File: src/rtl/cpu_pkg.sv
// Shared CPU definitions: opcode encodings, instruction field widths, the
// end-of-program encoding and the fetch-stage state encoding.
package cpu_pkg;

  // Instruction field widths
  localparam int unsigned OpcodeW = 4;
  localparam int unsigned RegW    = 3;
  localparam int unsigned Imm6W   = 6;

  // Opcode encodings
  localparam logic [OpcodeW-1:0] OpAdd   = 4'b0001;
  localparam logic [OpcodeW-1:0] OpSub   = 4'b0010;
  localparam logic [OpcodeW-1:0] OpOr    = 4'b0100;
  localparam logic [OpcodeW-1:0] OpXor   = 4'b0101;
  localparam logic [OpcodeW-1:0] OpSl    = 4'b0110;
  localparam logic [OpcodeW-1:0] OpLoad  = 4'b1010;
  localparam logic [OpcodeW-1:0] OpStore = 4'b1011;
  localparam logic [OpcodeW-1:0] OpBz    = 4'b1100;

  // Unmapped instruction memory reads return this; fetch treats it as end-of-program.
  localparam logic [15:0] HaltInstrDefault = 16'h0000;

  typedef enum logic [0:0] {
    StRun    = 1'b0,
    StHalted = 1'b1
  } fetch_state_e;

endpackage

File: src/rtl/fetch_stage.sv
// Instruction fetch stage: PC register, IF/ID pipeline register, RUN/HALTED
// control and a count of delivered instructions.
//
// Ports:
//   clk, rst          clock; asynchronous active-low reset
//   pc_out            fetch address to instruction memory (registered)
//   instr_in          instruction memory data for pc_out
//   stall             hold PC and IF/ID
//   branch_taken      redirect to branch_target (overrides stall and halt)
//   branch_target     redirect address
//   if_id_instr       registered instruction to decode
//   if_id_pc1         registered pc+1 of that instruction
//   if_id_valid       IF/ID holds a real instruction
//   halted            fetch has stopped on the halt encoding
//   fetch_count       instructions delivered with valid=1 (wraps)
module fetch_stage
  import cpu_pkg::*;
#(
  parameter logic [15:0] RESET_PC   = 16'd0,
  parameter logic [15:0] HALT_INSTR = HaltInstrDefault
) (
  input  logic        clk,
  input  logic        rst,
  output logic [15:0] pc_out,
  input  logic [15:0] instr_in,
  input  logic        stall,
  input  logic        branch_taken,
  input  logic [15:0] branch_target,
  output logic [15:0] if_id_instr,
  output logic        if_id_valid,
  output logic [15:0] if_id_pc1,
  output logic        halted,
  output logic [15:0] fetch_count
);

  fetch_state_e state_q, state_d;
  logic [15:0]  pc_q, pc_d;
  logic [15:0]  instr_q, instr_d;
  logic [15:0]  pc1_q, pc1_d;
  logic         valid_q, valid_d;
  logic [15:0]  count_q, count_d;
  logic [15:0]  pc_inc;

  assign pc_inc = pc_q + 16'd1;

  always_comb begin
    state_d = state_q;
    pc_d    = pc_q;
    instr_d = instr_q;
    pc1_d   = pc1_q;
    valid_d = valid_q;
    count_d = count_q;

    if (branch_taken) begin
      // Redirect flushes IF/ID; pc1 is left alone so bubbles keep the old value.
      pc_d    = branch_target;
      instr_d = '0;
      valid_d = 1'b0;
      state_d = StRun;
    end else if (state_q == StHalted) begin
      valid_d = 1'b0;
    end else if (stall) begin
      // Hold everything.
    end else if (instr_in == HALT_INSTR) begin
      valid_d = 1'b0;
      state_d = StHalted;
    end else begin
      instr_d = instr_in;
      pc1_d   = pc_inc;
      valid_d = 1'b1;
      pc_d    = pc_inc;
      count_d = count_q + 16'd1;
    end
  end

  always_ff @(posedge clk or negedge rst) begin
    if (!rst) begin
      state_q <= StRun;
      pc_q    <= RESET_PC;
      instr_q <= '0;
      pc1_q   <= '0;
      valid_q <= 1'b0;
      count_q <= '0;
    end else begin
      state_q <= state_d;
      pc_q    <= pc_d;
      instr_q <= instr_d;
      pc1_q   <= pc1_d;
      valid_q <= valid_d;
      count_q <= count_d;
    end
  end

  assign pc_out      = pc_q;
  assign if_id_instr = instr_q;
  assign if_id_pc1   = pc1_q;
  assign if_id_valid = valid_q;
  assign halted      = (state_q == StHalted);
  assign fetch_count = count_q;

endmodule

File: config.mk
export PLATFORM = sky130hd
export DESIGN_NAME = fetch_stage
export DESIGN_NICKNAME = d
export VERILOG_FILES = /design/src/rtl/cpu_pkg.sv /design/src/rtl/fetch_stage.sv
export SDC_FILE = /design/constraint.sdc
export NUM_CORES = 1
export LEC_CHECK = 0
export CORE_MARGIN = 1
export CORE_UTILIZATION = 35
export DETAILED_ROUTE_END_ITERATION = 7
export GPL_TIMING_DRIVEN = 0
export PLACE_DENSITY = 0.71
export SLEW_MARGIN = 40
export SYNTH_ARGS = -nofsm -noshare
export SYNTH_HDL_FRONTEND = slang
export SYNTH_SLANG_ARGS = --single-unit
File: constraint.sdc
create_clock -name clk -period 1.6 [get_ports clk]
set_input_delay 0.24 -clock clk [delete_from_list [all_inputs] [get_ports clk]]
set_output_delay 0.24 -clock clk [all_outputs]
set_load 0.01 [all_outputs]
Word level (Yosys, flattened, before mapping)
Cells that the tools add are included.
- $add $sub $neg: 2
- multipliers: 0
- divide/modulo/power cells: 0
- $lt $le $gt $ge: 0
- eq/ne operators: 4
- shift operators: 0
- multiplexer cells: 16
- bitwise logic cells: 4
- reductions and logical operators: 3
- operator list (kind ; count):
    16-bit 2-to-1 mux ; 8
    16-bit by 1-bit adder with 16-bit output, second input constant ; 2
    16-bit logical NOT ; 1
    1-bit 2-to-1 mux ; 8
    2-bit != test, second input constant ; 2
    1-bit NOT ; 4
    4-bit AND reduction ; 1
    3-bit by 1-bit != test with 1-bit output, second input constant ; 1
    3-bit AND reduction ; 1
    2-bit by 1-bit != test with 1-bit output, second input constant ; 1
- bits in registers: 66
- latch bits: 0
- RAM bits: 0
- ROM bits: 0
- input bits: 36
- output and inout port bits: 66
- memories kept: 0

Depth between registers and ports, before layout
Gate-level depths: netlist of run 1.
- depth after elaboration: 5
- depth in mapped cells: 6
- gate-level depth less buffers: 5

Worst setup path before layout of run 1
OpenSTA, ideal clock, no wires.
- path type: input port to flip-flop
- start point: input instr_in[6]
- end point: register count_q[1], in the netlist fetch_count[1]
- library setup time: 0.128 ns
- arrival: 1.890 ns
- required time: 1.472 ns
- setup slack: -0.418 ns
- stages on the path: 6
- cell sequence: or4_1 nor4_2 or3_1 buf_4 buf_6 mux2_1
- longest elaborated chain between the ends: 3
- ends and longest elaborated chain (item ; RTL line ; RTL):
    start, declared ; fetch_stage.sv:25 ; input logic [15:0] instr_in,
    16-bit logical NOT ; fetch_stage.sv:64 ; end else if (instr_in == HALT_INSTR) begin
    1-bit NOT (no source line) ; n/a ;
    4-bit AND reduction (no source line) ; n/a ;
    end signal, assigned ; fetch_stage.sv:90 ; count_q <= count_d;
    end, declared ; fetch_stage.sv:41 ; logic [15:0] count_q, count_d;
No other way between the ends.
A chain may end at the register's enable or synchronous reset.

Worst setup path after layout of run 1
- start point: input instr_in[11]
- end point: register pc1_q[8], in the netlist if_id_pc1[8]
- longest elaborated chain between the ends: 3
- ends and longest elaborated chain (item ; RTL line ; RTL):
    16-bit logical NOT ; fetch_stage.sv:64 ;
    1-bit NOT (no source line) ; n/a ;
    4-bit AND reduction (no source line) ; n/a ;
    end signal, assigned ; fetch_stage.sv:88 ; pc1_q <= pc1_d;
    end, declared ; fetch_stage.sv:39 ; logic [15:0] pc1_q, pc1_d;
No other way between the ends.

==> results of run 1 <==
-- worst reg2reg max path, cell delays in order (launching register included) --
cell and delay (ns):
dfrtp_1 0.39, or2_4 0.23, or3_1 0.32, buf_6 0.15
buf_12 0.12, buf_12 0.12, mux2_4 0.29
-- sequential cells by signal (all words and copies together), names as in the netlist --
register     cells
if_id_valid      1
fetch_count     16
if_id_pc1       16
halted           1
if_id_instr     16
pc_out          16
-- synth_stat cells, types with 2 or more instances --
cell type / instances
a21oi_1: 17
a22oi_1: 4
a31oi_1: 9
and3_1: 4
and4_1: 4
buf_2: 3
buf_6: 5
clkbuf_1: 7
dfrtp_1: 66
ha_1: 2
inv_1: 7
mux2_1: 16
nand2_1: 46
nand3_1: 13
nand4_1: 10
nor2_1: 12
nor2b_1: 4
nor3_1: 5
nor4_1: 5
nor4b_1: 2
o21ai_1: 11
or3_1: 10
or4_1: 7
or4_4: 2
xnor2_1: 22
xor2_1: 8
-- report_power, final --
part           internal, mW  leakage, nW  switching [mW]
clock network         0.639       0.0855           0.633
logic                  1.01         1.57           0.704
registers              1.91        0.795           0.243
-- routing by layer --
| layer | share of wire [%] | up-vias | routed length (µm) |
|---|---|---|---|
| li1 | - | 1440 | - |
| met1 | 45 | 1533 | 4450 |
| met2 | 49 | 106 | 4850 |
| met3 | 5.5 | 10 | 545 |
| met4 | 0.77 | 0 | 76 |
| met5 | 0 | - | 0 |
-- cell families (layout without fill, tap and decap cells) --
family                   Yosys count  after routing  synth area share [%]
adder cells (fa/ha/maj)            2              2                 0.765
multiplexers                      17             17                  5.81
AO/OA/AOI/OAI                     46             46                  8.91
XOR/XNOR                          30             30                  8.03
AND/OR/NAND/NOR                  131            131                  21.4
flip-flops                        66             66                  50.5
buffers and inverters             25            184                  4.59
-- what timing repair did --
| item | in CTS | in global routing |
|---|---|---|
| endpoints found under the setup margin | 75 | 76 |
| endpoints found under the hold margin | 22 | 0 |
| pin swaps | 26 | 30 |
| gates cloned | 4 | 0 |
| gates resized for setup | 120 | 48 |
| setup buffers | 23 | 16 |
| hold buffers | 1 | 0 |
-- how the worst max path moves through the flow --
stage,slack [ns],to,start
6_report,-0.18,if_id_pc1[8]$_DFFE_PN0P_,instr_in[11]
5_1_grt,-0.20,if_id_pc1[8]$_DFFE_PN0P_,instr_in[11]
4_1_cts,-0.19,if_id_pc1[9]$_DFFE_PN0P_,halted$_DFF_PN0_
3_5_place_dp,-1.04,pc_out[14]$_DFFE_PN0P_,instr_in[7]
3_3_place_gp,-1.98,if_id_instr[13]$_DFFE_PN0P_,rst
2_1_floorplan,-0.36,fetch_count[1]$_DFFE_PN0P_,instr_in[15]
-- area by class of cell --
cell class	instances	area share (%)
Buffer	17	3.11
Clock inverter	2	0.227
Clock buffer	13	2.89
Tap cell	108	2.46
Timing Repair Buffer	145	27.1
Sequential cell	66	30.2
Multi-Input combinational cell	226	33.6
Inverter	7	0.477
==> results.md, run 1 <==
* Status: finished, violations left
* Failing checks: negative setup slack
* Worst hold slack at 0.139 ns
* Post-Syn Area at roughly 3300 µm²
* Worst hold-check path type: primary input to register
* Share of the synthesized area in the top cell type at 50.5%
* P_leak at around 2.4 nW
* Chip Width at 98.7 µm
* Die Y-Extent at 98.7 µm
* Async set-reset flop share out of synthesis at 100%
* GRT Total Usage at 20.7%
* Layout area overhead at 68.3%
* Placed instance count at between 500 and 600
* Final-report setup violation count at just over 60
* Min-delay src: instr_in[0]
* Max-Cap Viols at 0
* Met1 Use GR at between 20% and 30%
* Worst setup margin at -0.179 ns
* Clk root buf: clkbuf_8
* # IOs at around 100
* Pins over their slew limit at 0
* Antenna violations before repair at 0
* GRT met3 Usage at under 10%
* First-pass GRT wire length at roughly 16000 µm
* Place WS at -1.04 ns
* Overall routed net length at ~9900 µm
* Number of distinct library cells after synthesis at 42
* TritonRoute pass-1 iters at 4
* Routability cong. at between 0.8 and 0.9
* Clk slew on worst S/H paths at about 0.070 ns
* Fmax at around 560 MHz
* Crit-path max FO at 4
* Post-Syn Nets at approximately 360
* Die area at slightly below 10000 µm²
* CP max stage delay at 0.57 ns
* Dominant synthesized flop cell: dfrtp_1
* RSZ-0062 raised after global routing: yes
* Relative slew slack at a little under two thirds
* Nets@finish at just over 500
* CTS Sinks at 66
* Clock Skew at 0.00923 ns
* Core ar. at slightly below 9000 µm²
* Worst EP arrival at 1.99 ns
* Register area share after synthesis at between 50% and 60%
* Number of core rows at 34
* Startpoint class of the critical path: primary input
* Overall Power at 5.13 mW
* Utilization after layout at approximately three fifths
* FF+latch area at 1660 µm²
* Critical path type: primary input to register
* Worst Setup End Kind: register
* Worst R2R Start: halted$_DFF_PN0_
* Clock Latency Late Sink at about 0.33 ns
* DRT iter0 DRCs at between 100 and 150
* Syn Area/Cell at about 10 µm²
* Flops & latches, synth at 66
* DRT antenna net count at 0
* Min-Delay Endpoint: if_id_instr[0]$_DFFE_PN0P_
* M2 GR Usage at between 30% and 40%
* Yosys warning count at 0
* Setup_tns at -6.02 ns
* CTS tree: yes
* GR peak layer: met2
* Vias in the first global route at approximately 3200
* Port Buffers at between 100 and 150
* Synthesized instance count at around 320
* Most common cell after layout, fill and taps aside: clkdlybuf4s50_1
* Clk buf depth at 2
* CTS buffer count at 9
* Fin. Hold Viols at 0
* Routed len/inst at approximately 17 µm
* Placed Area at about 4600 µm²
* Top post-synthesis cells by area: dfrtp_1 50%, xnor2_1 5.9%, mux2_1 5.5%
* CP Cell Sequence: buf_6 > or4_4 > nor4_4 > or3_1 > buf_6 > buf_12 > buf_12 > mux2_4
* DRC at 0
* Critical path's top delay family: simple AND/OR/NAND/NOR gates
* FILL cells at ~740
* Fin cells at about 580
* DR vias at about 3000
* Number of flops mapped to enable cells by yosys at 0
* Final period util at 111%
* Multi-input gate area at 1850 µm²
* Most frequent cells in the layout: 75 x clkdlybuf4s50_1, 56 x dfrtp_1, 36 x nand2_1
* R2R setup slack at -0.14 ns
* Largest net degree at the start of global routing at 45
* Data required, critical path at about 1.8 ns
* Final std cell area, no fill at 5500 µm²
* Critical path depth at 8
* Worst-case reg-to-reg path depth at 6
* Max VDD drop at between 0.5 and 0.6 mV
* Crit path time final at about 1.8 ns
* Vias per cell at 5.29
* Starting Density at a little under two fifths
* PD cells at 933 nW/µm²
* Antenna diode count at 0
* Total grt overflow at 0
* Max H-tree Level at 3
* Worst Hold Path Cells at 3
* Synth area leader: dfrtp_1
* Highest-delay cell along the critical path: or4_4
* Worst path buffer plus inverter count at 4
* Slew @ Worst Pin at roughly 0.54 ns
* RR Endpoint: if_id_pc1[8]$_DFFE_PN0P_
* Layout cell share with drive strength beyond 1 at a little over a third
* Detailed placement HPWL at 6440 µm
Power figures use the tool's default switching activity.
==> inputs of run 2 (changes only) <==
Settings changed: CTS_BUF_LIST from default to sky130_fd_sc_hd__clkbuf_16.
==> run 2 against run 1 <==
First-iteration DRC count is 26% lower. Largest power group unchanged. Utilization is 1.8 points higher. Non-clock buffer count stayed put. Register-to-register slack better by 0.06 ns. Global-route usage is 0.99 points higher. Routed wire length is 1.5% higher. Hold slack better by 0.0066 ns. Critical path depth is 1 lower. The run still ends with negative setup slack left.
==> results.md, run 2 (same netlist as run 1, synthesis figures left out) <==
* Status: finished, violations left
* Failing checks: negative setup slack
* Critical path depth at 7 (-1)
* Max H-tree Level at 3 (unchanged)
* TritonRoute pass-1 iters at 4 (unchanged)
* Worst hold-check path type: primary input to register
* Pins over their slew limit at 0 (unchanged)
* Core ar. at 8890 µm² (unchanged)
* Worst R2R Start: halted$_DFF_PN0_
* Crit-path max FO at 7 (+3)
* Layout area overhead at 73.2%
* Worst setup margin at -0.164 ns (+0.0150 ns)
* Crit path time final at 1.76 ns (-0.0150 ns)
* Clk root buf: clkbuf_16
* Port Buffers at 101 (unchanged)
* DRC at 0 (unchanged)
* Max-Cap Viols at 0 (unchanged)
* Detailed placement HPWL at 6440 µm (unchanged)
* Worst EP arrival at 1.97 ns (-0.02 ns)
* Worst path buffer plus inverter count at 3 (-1)
* Worst setup path end: fetch_count[7]$_DFFE_PN0P_
* Relative slew slack at 64.2% (+0.20 points)
* Antenna violations before repair at 0 (unchanged)
* RR Endpoint: pc_out[14]$_DFFE_PN0P_
* Vias per cell at 5.26 (-0.49%)
* Clock Latency Late Sink at 0.33 ns (about the same)
* Slew @ Worst Pin at 0.537 ns (-0.00293 ns)
* Vias in the first global route at 3260 (+2.6%)
* Number of core rows at 34 (unchanged)
* DRT iter0 DRCs at 83 (-26%)
* CTS tree: yes
* Worst hold slack at 0.146 ns (+0.00659 ns)
* Final-report setup violation count at 62 (unchanged)
* Worst Setup End Kind: register
* Final std cell area, no fill at 5660 µm² (+2.9%)
* # IOs at 102 (unchanged)
* Routed len/inst at 17.2 µm (+1.5%)
* Startpoint class of the critical path: primary input
* Antenna diode count at 0 (unchanged)
* Nets@finish at 510 (unchanged)
* Critical path's top delay family: simple AND/OR/NAND/NOR gates
* Clk buf depth at 2 (unchanged)
* Data required, critical path at 1.80 ns (-0.02 ns)
* R2R setup slack at -0.08 ns (+0.06 ns)
* CP max stage delay at 0.57 ns (about the same)
* Fmax at 567 MHz (+0.85%)
* Routability cong. at 0.811 (unchanged)
* CTS Sinks at 66 (unchanged)
* CTS buffer count at 9 (unchanged)
* Final period util at 110% (-0.94 points)
* Critical path type: primary input to register
* Chip Width at 98.7 µm (unchanged)
* Most common cell after layout, fill and taps aside: clkdlybuf4s50_1
* P_leak at 2.55 nW (+4.1%)
* Die area at 9730 µm² (unchanged)
* PD cells at 972 nW/µm² (+4.2%)
* GRT Total Usage at 21.7% (+0.99 points)
* Max VDD drop at 0.514 mV (-3.7%)
* Setup crit start: instr_in[6]
* Worst-case reg-to-reg path depth at 7 (+1)
* Place WS at -1.04 ns (unchanged)
* Highest-delay cell along the critical path: or4_4
* DRT antenna net count at 0 (unchanged)
* First-pass GRT wire length at 16300 µm (+3.0%)
* Total grt overflow at 0 (unchanged)
* Largest net degree at the start of global routing at 45 (unchanged)
* Starting Density at 36.8% (unchanged)
* Die Y-Extent at 98.7 µm (unchanged)
* Most frequent cells in the layout: 76 x clkdlybuf4s50_1, 53 x dfrtp_1, 30 x nand2_1
* FILL cells at 711 (-3.8%)
* DR vias at 3074 (-0.49%)
* Clock Skew at 0.00513 ns (-0.00410 ns)
* CP Cell Sequence: buf_6 > or4_4 > o41ai_4 > buf_6 > buf_12 > nor3_2 > xor2_1
* Setup_tns at -6.42 ns (-0.397 ns)
* Placed Area at 4610 µm² (unchanged)
* Clk slew on worst S/H paths at 0.05 ns (-0.02 ns)
* Fin. Hold Viols at 0 (unchanged)
* CP most frequent cell: buf_6
* Overall routed net length at 10100 µm (+1.5%)
* RSZ-0062 raised after global routing: yes
* Overall Power at 5.51 mW (+7.3%)
* Layout cell share with drive strength beyond 1 at 39.1% (+2.9 points)
-- run 2: layout make-up --
| class | instances | area [µm²] | area share (%) |
|---|---|---|---|
| multi-input cells | 226 | 1930 | 34.1 |
| flip-flops and latches | 66 | 1670 | 29.4 |
| repair buffers | 146 | 1500 | 26.5 |
| clock buffers | 9 | 225 | 3.98 |
| plain buffers | 16 | 148 | 2.61 |
| well taps | 108 | 135 | 2.39 |
| clock inverters | 6 | 27.5 | 0.486 |
| inverters | 7 | 26.3 | 0.464 |
-- run 2: how the worst min path moves through the flow --
stage,start,endpoint,slack (ns),depth (start not counted)
detailed placement,rst,if_id_pc1[6]$_DFFE_PN0P_,0.12,1
finish,instr_in[7],if_id_instr[7]$_DFFE_PN0P_,0.15,3
global route,instr_in[14],if_id_instr[14]$_DFFE_PN0P_,0.15,3
global placement,fetch_count[15]$_DFFE_PN0P_,fetch_count[15]$_DFFE_PN0P_,0.47,1
floorplan,rst,fetch_count[0]$_DFFE_PN0P_,-0.06,0
CTS,instr_in[14],if_id_instr[14]$_DFFE_PN0P_,0.14,3
-- run 2: tightest hold or removal path: cells and delay by family --
family | cells | cell delay, ns
AND/OR/NAND/NOR | 1 | 0.04
AO/OA/AOI/OAI | 1 | 0.05
buffers and inverters | 1 | 0.09
-- run 2: power breakdown --
part           total, mW  switching [mW]  internal, mW
sequential          2.17           0.252          1.91
combinational       1.63           0.679         0.956
clock               1.71           0.693          1.01
-- run 2: per-layer routing --
metal / vias up / global-route usage (%) / part of all wire (%)
li1: 1450 / - / -
met1: 1528 / 27.5 / 44
met2: 81 / 35.9 / 50
met3: 15 / 5.39 / 4.7
met4: 0 / 8.38 / 1.5
met5: - / 0 / 0
-- run 2: repair_timing --
item	4_1_cts	5_1_grt
setup endpoints to repair	74	74
gates cloned	5	0
setup buffers	24	15
pin swaps	32	35
hold buffers	1	0
gates resized for setup	147	50
endpoints found under the hold margin	22	0
-- run 2: per-stage QoR --
step,utilization [%],instances
2_1_floorplan,-,317
3_3_place_gp,51.5,526
3_5_place_dp,51.9,527
4_1_cts,61.2,571
5_1_grt,63.7,584
6_report,63.7,584
==> inputs of run 3 (changes only) <==
Settings changed: CORE_UTILIZATION 35 to 42, HOLD_SLACK_MARGIN from default to 0.08, PLACE_DENSITY 0.71 to 0.82, TNS_END_PERCENT from default to 5.
==> run 3 against run 2 <==
The run still ends with negative setup slack left. Sequential power about the same. Die area decreased by 16%. Critical path type unchanged. Non-clock buffer count fell by 28. Fmax grew 0.37%. Largest power group unchanged. Via count fell by 2.9%. Sequential share of layout area rose by 3.2 points. Clock power up 9%. Hold slack better by 0.0040 ns.
==> results.md, run 3 (same netlist as run 1, synthesis figures left out) <==
* Status: finished, violations left
* Failing checks: negative setup slack
* Data required, critical path at 1.81 ns (about the same)
* Crit path time final at 1.76 ns (-0.00648 ns)
* Critical path's top delay family: simple AND/OR/NAND/NOR gates
* Clock Skew at 0.00681 ns (+0.00168 ns)
* # IOs at 102 (unchanged)
* DRT iter0 DRCs at 123 (+48%)
* Pins over their slew limit at 0 (unchanged)
* DRC at 0 (unchanged)
* Setup_tns at -4.82 ns (+1.59 ns)
* Vias in the first global route at 3102 (-4.8%)
* Utilization after layout at 69.0% (+5.3 points)
* Max H-tree Level at 3 (unchanged)
* Worst hold slack at 0.150 ns (+0.00403 ns)
* Number of core rows at 31 (-8.8%)
* Worst path buffer plus inverter count at 3 (unchanged)
* Core ar. at 7410 µm² (-17%)
* Nets@finish at 482 (-5.5%)
* Antenna violations before repair at 0 (unchanged)
* Final period util at 110% (-0.41 points)
* Routed len/inst at 17.1 µm (-0.67%)
* Final-report setup violation count at 59 (-4.8%)
* TritonRoute pass-1 iters at 4 (unchanged)
* CP max stage delay at 0.57 ns (about the same)
* Clk root buf: clkbuf_16
* Total grt overflow at 0 (unchanged)
* Relative slew slack at 67.9% (+3.7 points)
* Startpoint class of the critical path: primary input
* CP most frequent cell: buf_6
* Worst EP arrival at 1.97 ns (about the same)
* Critical path type: primary input to register
* GRT Total Usage at 24.1% (+2.4 points)
* CTS tree: yes
* Crit-path max FO at 6 (-1)
* Fin. Hold Viols at 0 (unchanged)
* Starting Density at 44.1% (+7.4 points)
* Fmax at 569 MHz (+0.37%)
* Vias per cell at 5.46 (+3.7%)
* Clock Latency Late Sink at 0.33 ns (about the same)
* Max VDD drop at 0.607 mV (+18%)
* Clk buf depth at 2 (unchanged)
* Die Y-Extent at 90.2 µm (-8.5%)
* FILL cells at 558 (-22%)
* Routability cong. at 0.850 (+4.7%)
* RSZ-0062 raised after global routing: yes
* Place WS at -1.02 ns (+0.0166 ns)
* Layout cell share with drive strength beyond 1 at 26.3% (-13 points)
* Worst Setup End Kind: register
* Overall routed net length at 9370 µm (-7.0%)
* Die area at 8140 µm² (-16%)
* Detailed placement HPWL at 6300 µm (-2.3%)
* Most common cell after layout, fill and taps aside: clkdlybuf4s50_1
* Port Buffers at 101 (unchanged)
* Slew @ Worst Pin at 0.482 ns (-0.0551 ns)
* Clk slew on worst S/H paths at 0.05 ns (about the same)
* First-pass GRT wire length at 15600 µm (-4.2%)
* Worst setup margin at -0.158 ns (+0.00648 ns)
* P_leak at 2.22 nW (-13%)
* Antenna diode count at 0 (unchanged)
* Layout area overhead at 56.3%
* CTS Sinks at 66 (unchanged)
* Chip Width at 90.2 µm (-8.5%)
* PD cells at 1070 nW/µm² (+11%)
* Largest net degree at the start of global routing at 37 (-18%)
* Worst hold-check path type: primary input to register
* Max-Cap Viols at 0 (unchanged)
* DR vias at 2986 (-2.9%)
* CTS buffer count at 9 (unchanged)
* Highest-delay cell along the critical path: or4_4
* Most frequent cells in the layout: 79 x clkdlybuf4s50_1, 53 x dfrtp_1, 43 x nand2_1
* DRT antenna net count at 0 (unchanged)
* CP Cell Sequence: buf_6 > or4_4 > nor4_4 > or3_1 > buf_6 > buf_12 > mux2_4
[run 3: cell types whose count changed in the layout (fill, tap and decap cells not counted), moves of 4 or more]
cell / change
nand2_1: +13
nand3_1: +6
nor3_1: +5
a21oi_1: +4
nand3_2: -5
buf_4: -15
buf_6: -13
a21oi_2: -4
nand2_4: -13
[run 3: worst register-to-register path: stages, from the launching register on]
cell and delay, ns:
dfrtp_2 0.43, ha_4 0.19, nand3_1 0.15, or2_1 0.31, or3_1 0.36, a31oi_1 0.16
[run 3: final timing paths]
kind | start | end | slack (ns) | cells past startpoint
setup / recovery | instr_in[10] | if_id_pc1[7]$_DFFE_PN0P_ | -0.16 | 7
max in group asynchronous | rst | pc_out[11]$_DFFE_PN0P_ | 0.64 | 3
hold reg to reg | fetch_count[15]$_DFFE_PN0P_ | fetch_count[15]$_DFFE_PN0P_ | 0.47 | 1
hold / removal | instr_in[13] | if_id_instr[13]$_DFFE_PN0P_ | 0.15 | 3
min in group asynchronous | rst | if_id_pc1[6]$_DFFE_PN0P_ | 0.41 | 2
setup reg to reg | pc_out[1]$_DFFE_PN0P_ | pc_out[6]$_DFFE_PN0P_ | -0.07 | 5
[run 3: timing repair]
action	in CTS	in global routing
endpoints found under the setup margin	74	71
endpoints found under the hold margin	35	0
pin swaps	34	11
resized for setup	103	33
setup buffers	11	1
hold buffers	1	0
gates cloned	2	0
[run 3: report_power, final]
group | total, mW | switching (mW) | leakage (nW) | internal, mW
registers | 2.18 | 0.264 | 0.792 | 1.92
clock network | 1.86 | 0.684 | 0.139 | 1.17
logic | 1.46 | 0.586 | 1.29 | 0.873
[run 3: metrics by stage]
| stage | instance area (µm²) | power, mW | std cells |
|---|---|---|---|
| final | 5110 | 5.49 | 547 |
| after global routing | 5110 | 5.71 | 547 |
| after CTS | 5030 | 5.46 | 546 |
| after detailed placement | 4470 | 3.49 | 518 |
| after global placement | 4460 | 3.44 | 517 |
| after floorplan | 3320 | 2.73 | 317 |
[run 3: metal layers]
| layer | vias up | wire length (µm) | track usage, % |
|---|---|---|---|
| li1 | 1394 | - | - |
| met1 | 1471 | 4120 | 32.7 |
| met2 | 111 | 4600 | 38.1 |
| met3 | 10 | 561 | 5.67 |
| met4 | 0 | 83 | 7.66 |
| met5 | - | 0 | 0 |
[run 3: cell type report]
class	count	area [µm²]	area share, %
Clock buffer	9	225	4.41
Sequential cell	66	1670	32.6
Tap cell	99	124	2.42
Inverter	7	26.3	0.514
Multi-Input combinational cell	226	1650	32.4
Timing Repair Buffer	117	1200	23.5
Clock inverter	6	50.0	0.979
Buffer	17	165	3.23
